$ cat config.mk
export PLATFORM = sky130hd
export DESIGN_NAME = vga_scanout
export DESIGN_NICKNAME = d
export VERILOG_FILES = /design/src/rtl/vga_scanout.sv
export SDC_FILE = /design/constraint.sdc
export NUM_CORES = 1
export LEC_CHECK = 0
export ABC_AREA = 1
export BUFFER_PORTS_ARGS = -buffer_cell sky130_fd_sc_hd__clkbuf_2
export CORE_MARGIN = 1.5
export CORE_UTILIZATION = 61
export CTS_CLUSTER_DIAMETER = 100
export DETAILED_ROUTE_END_ITERATION = 8
export PLACE_DENSITY = 0.86
export SYNTH_ARGS = -nofsm -noshare
export SYNTH_HDL_FRONTEND = slang
export SYNTH_SLANG_ARGS = --single-unit
$ cat constraint.sdc
create_clock -name clk -period 9.18 [get_ports clk]
set_input_delay 1.377 -clock clk [delete_from_list [all_inputs] [get_ports clk]]
set_output_delay 1.377 -clock clk [all_outputs]
set_load 0.05 [all_outputs]
$ cat src/rtl/vga_scanout.sv
// vga_scanout: continuous framebuffer reader and VGA raster generator.
// Each stored pixel is replicated (1 << SCALE_SHIFT) times horizontally
// and vertically. Raster state advances once per two clk cycles. Colour,
// sync and blank all reach the DAC pins through the same single
// pixel-period stage, so they stay aligned.
module vga_scanout #(
  parameter int unsigned H_VIS       = 640,
  parameter int unsigned H_FP        = 16,
  parameter int unsigned H_SYNC      = 96,
  parameter int unsigned H_BP        = 48,
  parameter int unsigned V_VIS       = 480,
  parameter int unsigned V_FP        = 10,
  parameter int unsigned V_SYNC      = 2,
  parameter int unsigned V_BP        = 33,
  parameter int unsigned FB_W        = 160,
  parameter int unsigned SCALE_SHIFT = 2
) (
  input  logic        clk,
  input  logic        resetn,
  output logic [14:0] mem_addr,
  input  logic [2:0]  mem_q,
  output logic        VGA_CLK,
  output logic        VGA_HS,
  output logic        VGA_VS,
  output logic        VGA_BLANK_N,
  output logic        VGA_SYNC_N,
  output logic [9:0]  VGA_R,
  output logic [9:0]  VGA_G,
  output logic [9:0]  VGA_B,
  output logic        frame_start,
  output logic        vblank
);

  localparam int unsigned H_TOT = H_VIS + H_FP + H_SYNC + H_BP;
  localparam int unsigned V_TOT = V_VIS + V_FP + V_SYNC + V_BP;
  localparam int unsigned HW    = $clog2(H_TOT + 1);
  localparam int unsigned VW    = $clog2(V_TOT + 1);
  localparam int unsigned AW    = 15;

  localparam logic [HW-1:0] H_LAST   = HW'(H_TOT - 1);
  localparam logic [VW-1:0] V_LAST   = VW'(V_TOT - 1);
  localparam logic [HW-1:0] H_VIS_C  = HW'(H_VIS);
  localparam logic [VW-1:0] V_VIS_C  = VW'(V_VIS);
  localparam logic [HW-1:0] HS_BEG   = HW'(H_VIS + H_FP);
  localparam logic [HW-1:0] HS_END   = HW'(H_VIS + H_FP + H_SYNC);
  localparam logic [VW-1:0] VS_BEG   = VW'(V_VIS + V_FP);
  localparam logic [VW-1:0] VS_END   = VW'(V_VIS + V_FP + V_SYNC);

  // pixel-rate divider and "raster running" flag
  logic          phase_q, phase_d;
  logic          run_q, run_d;
  logic          pix_en;

  // raster counters (value most recently loaded)
  logic [HW-1:0] h_cnt_q, h_cnt_d;
  logic [VW-1:0] v_cnt_q, v_cnt_d;

  // address stage: read address plus the timing of the pixel it fetches
  logic [AW-1:0] addr_q, addr_d;
  logic          hs1_q, hs1_d;
  logic          vs1_q, vs1_d;
  logic          vis1_q, vis1_d;

  // output stage
  logic          hs_q, hs_d;
  logic          vs_q, vs_d;
  logic          blank_n_q, blank_n_d;
  logic [2:0]    rgb_q, rgb_d;
  logic          frame_start_q, frame_start_d;
  logic          vblank_q, vblank_d;

  // next raster position and its decode
  logic [HW-1:0] h_nxt;
  logic [VW-1:0] v_nxt;
  logic          wrap;
  logic          vis_nxt;
  logic          hs_n_nxt;
  logic          vs_n_nxt;
  logic          vblank_nxt;
  logic [HW-1:0] h_blk;
  logic [VW-1:0] v_blk;
  logic [AW-1:0] row_base;
  logic [AW-1:0] addr_nxt;

  assign pix_en = phase_q;

  // Next counter value. The first pixel edge after reset loads (0,0)
  // rather than advancing, so a fresh raster never skips its first pixel.
  always_comb begin
    h_nxt = '0;
    v_nxt = '0;
    wrap  = 1'b0;
    if (run_q) begin
      if (h_cnt_q == H_LAST) begin
        if (v_cnt_q == V_LAST) begin
          wrap = 1'b1;
        end else begin
          v_nxt = v_cnt_q + VW'(1);
        end
      end else begin
        h_nxt = h_cnt_q + HW'(1);
        v_nxt = v_cnt_q;
      end
    end
  end

  // Visible/sync/vblank decode of the position about to be loaded
  always_comb begin
    vis_nxt    = (h_nxt < H_VIS_C) && (v_nxt < V_VIS_C);
    hs_n_nxt   = !((h_nxt >= HS_BEG) && (h_nxt < HS_END));
    vs_n_nxt   = !((v_nxt >= VS_BEG) && (v_nxt < VS_END));
    vblank_nxt = (v_nxt >= V_VIS_C);
    h_blk      = h_nxt >> SCALE_SHIFT;
    v_blk      = v_nxt >> SCALE_SHIFT;
  end

  // Row base address; the 160-wide framebuffer uses (<<7)+(<<5)
  if (FB_W == 160) begin : g_row_shift_add
    always_comb row_base = (AW'(v_blk) << 7) + (AW'(v_blk) << 5);
  end else begin : g_row_mul
    always_comb row_base = AW'(v_blk) * AW'(FB_W);
  end

  // Full framebuffer address of the next pixel
  always_comb addr_nxt = row_base + AW'(h_blk);

  // Next-state for all registers; everything but phase waits for pix_en
  always_comb begin
    phase_d       = ~phase_q;
    run_d         = run_q;
    h_cnt_d       = h_cnt_q;
    v_cnt_d       = v_cnt_q;
    addr_d        = addr_q;
    hs1_d         = hs1_q;
    vs1_d         = vs1_q;
    vis1_d        = vis1_q;
    hs_d          = hs_q;
    vs_d          = vs_q;
    blank_n_d     = blank_n_q;
    rgb_d         = rgb_q;
    vblank_d      = vblank_q;
    frame_start_d = 1'b0;
    if (pix_en) begin
      run_d         = 1'b1;
      h_cnt_d       = h_nxt;
      v_cnt_d       = v_nxt;
      addr_d        = vis_nxt ? addr_nxt : '0;
      hs1_d         = hs_n_nxt;
      vs1_d         = vs_n_nxt;
      vis1_d        = vis_nxt;
      vblank_d      = vblank_nxt;
      frame_start_d = wrap;
      // mem_q now holds the data for the address issued one period ago
      hs_d          = hs1_q;
      vs_d          = vs1_q;
      blank_n_d     = vis1_q;
      rgb_d         = vis1_q ? mem_q : '0;
    end
  end

  // State registers with asynchronous active-low reset
  always_ff @(posedge clk or negedge resetn) begin
    if (!resetn) begin
      phase_q       <= 1'b0;
      run_q         <= 1'b0;
      h_cnt_q       <= '0;
      v_cnt_q       <= '0;
      addr_q        <= '0;
      hs1_q         <= 1'b1;
      vs1_q         <= 1'b1;
      vis1_q        <= 1'b0;
      hs_q          <= 1'b1;
      vs_q          <= 1'b1;
      blank_n_q     <= 1'b0;
      rgb_q         <= '0;
      vblank_q      <= 1'b0;
      frame_start_q <= 1'b0;
    end else begin
      phase_q       <= phase_d;
      run_q         <= run_d;
      h_cnt_q       <= h_cnt_d;
      v_cnt_q       <= v_cnt_d;
      addr_q        <= addr_d;
      hs1_q         <= hs1_d;
      vs1_q         <= vs1_d;
      vis1_q        <= vis1_d;
      hs_q          <= hs_d;
      vs_q          <= vs_d;
      blank_n_q     <= blank_n_d;
      rgb_q         <= rgb_d;
      vblank_q      <= vblank_d;
      frame_start_q <= frame_start_d;
    end
  end

  assign mem_addr    = addr_q;
  assign VGA_CLK     = phase_q;
  assign VGA_HS      = hs_q;
  assign VGA_VS      = vs_q;
  assign VGA_BLANK_N = blank_n_q;
  assign VGA_SYNC_N  = 1'b1;
  assign VGA_R       = {10{rgb_q[2]}};
  assign VGA_G       = {10{rgb_q[1]}};
  assign VGA_B       = {10{rgb_q[0]}};
  assign frame_start = frame_start_q;
  assign vblank      = vblank_q;

endmodule

==> metrics <==
number of placed I/O pins 57; final critical delay including setup and external delays 3673 ps; R2R Path Start h_cnt_q[0]; Synth Register Bits 48; Hold Crit Endpoint VGA_HS; Required @ worst endpoint 9370 ps; count of flip-flops with a built-in enable after synthesis 0; number of global-route vias before repair 2606; Clk pin slew, worst setup/hold paths 90 ps; post-synthesis instance area 3334 um2; LEAKAGE 1.854 nW; post-synth net total 451; reg-to-reg endpoint mem_addr[12]; Synth top cells by count nand2_1 (94), inv_1 (56), dfrtp_1 (44); Crit Path Category reg2reg; final number of max-transition violations 0; relative max-transition margin 0.3509; Power Dens Cells 115.0 nW/um2; PnR worst setup slack 5507 ps; Placeable Area 5172 um2; mean number of vias per cell 5.090; worst setup skew after layout 7.186 ps; area of placed instances 3442 um2; count of standard-cell rows 26; non-filler instance count after layout 523; kind of cell adding the most delay to the critical path adder cells; number of buffers inserted by port buffering 55; final RePlAce weighted congestion 0.8904; DP Cell Count 515; number of cells upsized or downsized after cts 0; area added between synthesis and finish 6.679%; ANT nets after route 0; die boundary width 76.94 um; Worst Setup Slack post-DPL 5548 ps; antenna violations before repair 0; floorplan die area 5919 um2; share of Yosys cell area claimed by the top area cell type 0.3302; portion of the post-synthesis area used by sequential elements 0.3617; global-route wire length before repair 11760 um; Crit-path slowest cell fa_1; sequential cell area 1206 um2; Max Fanout on Critical Path 15; count of unique library cells instantiated by Yosys 39; final-layout fill cell count 426; final design area excluding fillers 3557 um2; Diodes inserted 0; overflow left after global routing 0; cell type with the highest aggregate area in the netlist dfrtp_1; number of iterations in the first detailed-routing pass 4; vias post-DR 2662; maxcap violations 0; largest net degree at the start of global routing 49; total setup buffers inserted after CTS 0; multi-input gate area in the final layout 1638 um2; fin util 0.6877; worst hold path cell count 2; TNS Setup 0 ps; total number of cells along the worst setup path 17; Clock Path Buffers 2; Syn Area/Cell 7.827 um2; setup repair after global routing missed its margin no; startpoint of the tightest hold check path VGA_HS; buffer and inverter count on the worst path 3; kind of start point of the critical path flip-flop; Sinks on Clock Net 48; DRT iter0 DRCs 160; cts-stage hold buffer count 0; Worst Reg2Reg Path Length in Cells 17; number of synthesis warnings 0; peak ir drop on the vdd network 0.07643 mV; async set-reset flop share out of synthesis 1.000; upper clock frequency limit 272.2 MHz; number of clock buffers inserted by TritonCTS 5; highest cell delay on the worst timing path 570 ps; leading cell types by total area after synthesis dfrtp_1 (33%), nand2_1 (11%), buf_4 (6.8%); final cycle utilization of the critical path 0.4001; worst path cell trace ha_1 > nand3_2 > nor2_4 > inv_4 > nor2_8 > nand2_1 > nand3_1 > inv_1 > fa_1 > inv_1 > fa_1 > o21ai_0 > nand2_1 > a21oi_1 > nor2_1 > xor2_1 > o21bai_2; insertion delay of the later-clocked pin in the worst-skew pair 310 ps; DR DRC count 0; die height 76.94 um; count of endpoints failing hold in the final timing report 0; measured slew at the worst slew-check pin 972.6 ps; WL/cell 12.71 um; run status finished, final reports clean; Worst setup EP type flip-flop; Syn Inst Count 426; WL final 6646 um; Initial Utilization 0.6447; worst endpoint data arrival time 3870 ps; setup violation total in the final timing report 0; Hold/Removal Path Class reg2reg; top_reg_cell synth dfrtp_1; Final nets 477; overall routing resource usage 0.2470; top-count cell post-synth nand2_1; DPL Wire Length 4954 um; TritonCTS clock tree done; layout cells sized above 1 0.2318; number of H-tree levels 2; buffer type at the clock tree root clkbuf_8; reg-to-reg slack, setup 5510 ps
==> layout make-up <==
| type | instances | share of cell area |
|---|---|---|
| clock buffers | 5 | 0.01935 |
| clock inverters | 3 | 0.01301 |
| inverters | 58 | 0.06191 |
| multi-input cells | 282 | 0.4604 |
| flip-flops and latches | 48 | 0.3391 |
| well taps | 70 | 0.02462 |
| repair buffers | 57 | 0.08160 |
==> how the worst max path moves through the flow <==
stage	to	start	slack [ps]
after global routing	mem_addr[12]	h_cnt_q[0]	5130
after detailed placement	mem_addr[12]	h_cnt_q[0]	5550
final	mem_addr[12]	h_cnt_q[0]	5510
after global placement	mem_addr[12]	h_cnt_q[0]	5680
after CTS	mem_addr[12]	h_cnt_q[0]	5510
after floorplan	mem_addr[12]	h_cnt_q[0]	5750
==> placed cells by master, fill, tap and decap left out, types with 2 or more instances in the layout <==
cell	count
nand3_2	4
nor2_2	3
nand2_1	94
nand4_1	5
o21ai_2	2
fa_1	2
inv_1	56
buf_4	2
nor2_1	42
clkbuf_8	5
o21ai_0	28
a21oi_1	12
nand3_4	2
dfrtp_1	44
nand2_2	5
nand3_1	24
ha_1	18
o21bai_2	9
xnor2_1	2
xor2_1	8
dfstp_2	4
clkbuf_2	55
nand2_4	2
nor2_4	2
or2_2	3
nor3_1	5
==> state kept, by name (all words and copies together), names as in the netlist <==
register     cells
VGA_BLANK_N      1
VGA_CLK          1
VGA_HS           1
VGA_VS           1
frame_start      1
h_cnt_q         10
hs1_q            1
mem_addr        15
rgb_q            3
run_q            1
v_cnt_q         10
vblank           1
vis1_q           1
vs1_q            1
==> power breakdown <==
part / switching, W / internal [W] / total, W
combinational: 0.0000323 / 0.00000541 / 0.0000377
sequential: 0.00000160 / 0.000212 / 0.000214
clock: 0.0000757 / 0.0000821 / 0.000158
total: 0.000110 / 0.000300 / 0.000409
==> layer usage <==
layer | wire length (um) | track usage
met5 | 0 | 0
met1 | 3156 | 0.3231
met3 | 221 | 0.03690
met2 | 3152 | 0.4177
met4 | 116 | 0.08333
==> cell families after synthesis <==
| family | after synthesis | synth area share |
|---|---|---|
| xor gates and xnor gates | 10 | 0.02627 |
| other | 1 | 0.001125 |
| buffers and inverters | 96 | 0.1471 |
| adders and majority gates | 20 | 0.07955 |
| DFF | 48 | 0.3617 |
| AOI/OAI and AO/OA | 57 | 0.1096 |
| and+or+nand+nor | 194 | 0.2747 |
==> tightest hold or removal path, cell delays in order, from the launching register on <==
cell     delay [ps]
dfstp_2         380
nand2_1          50
nand2_1          40
==> stage by stage <==
step,power [W],hold WS (ps)
finish,0.0004091,471.8
global route,0.0004207,498.5
CTS,0.0004124,471.6
detailed placement,0.0002561,455.4
global placement,0.0002556,453.6
floorplan,0.0002532,444.4
Power figures use the tool's default switching activity.
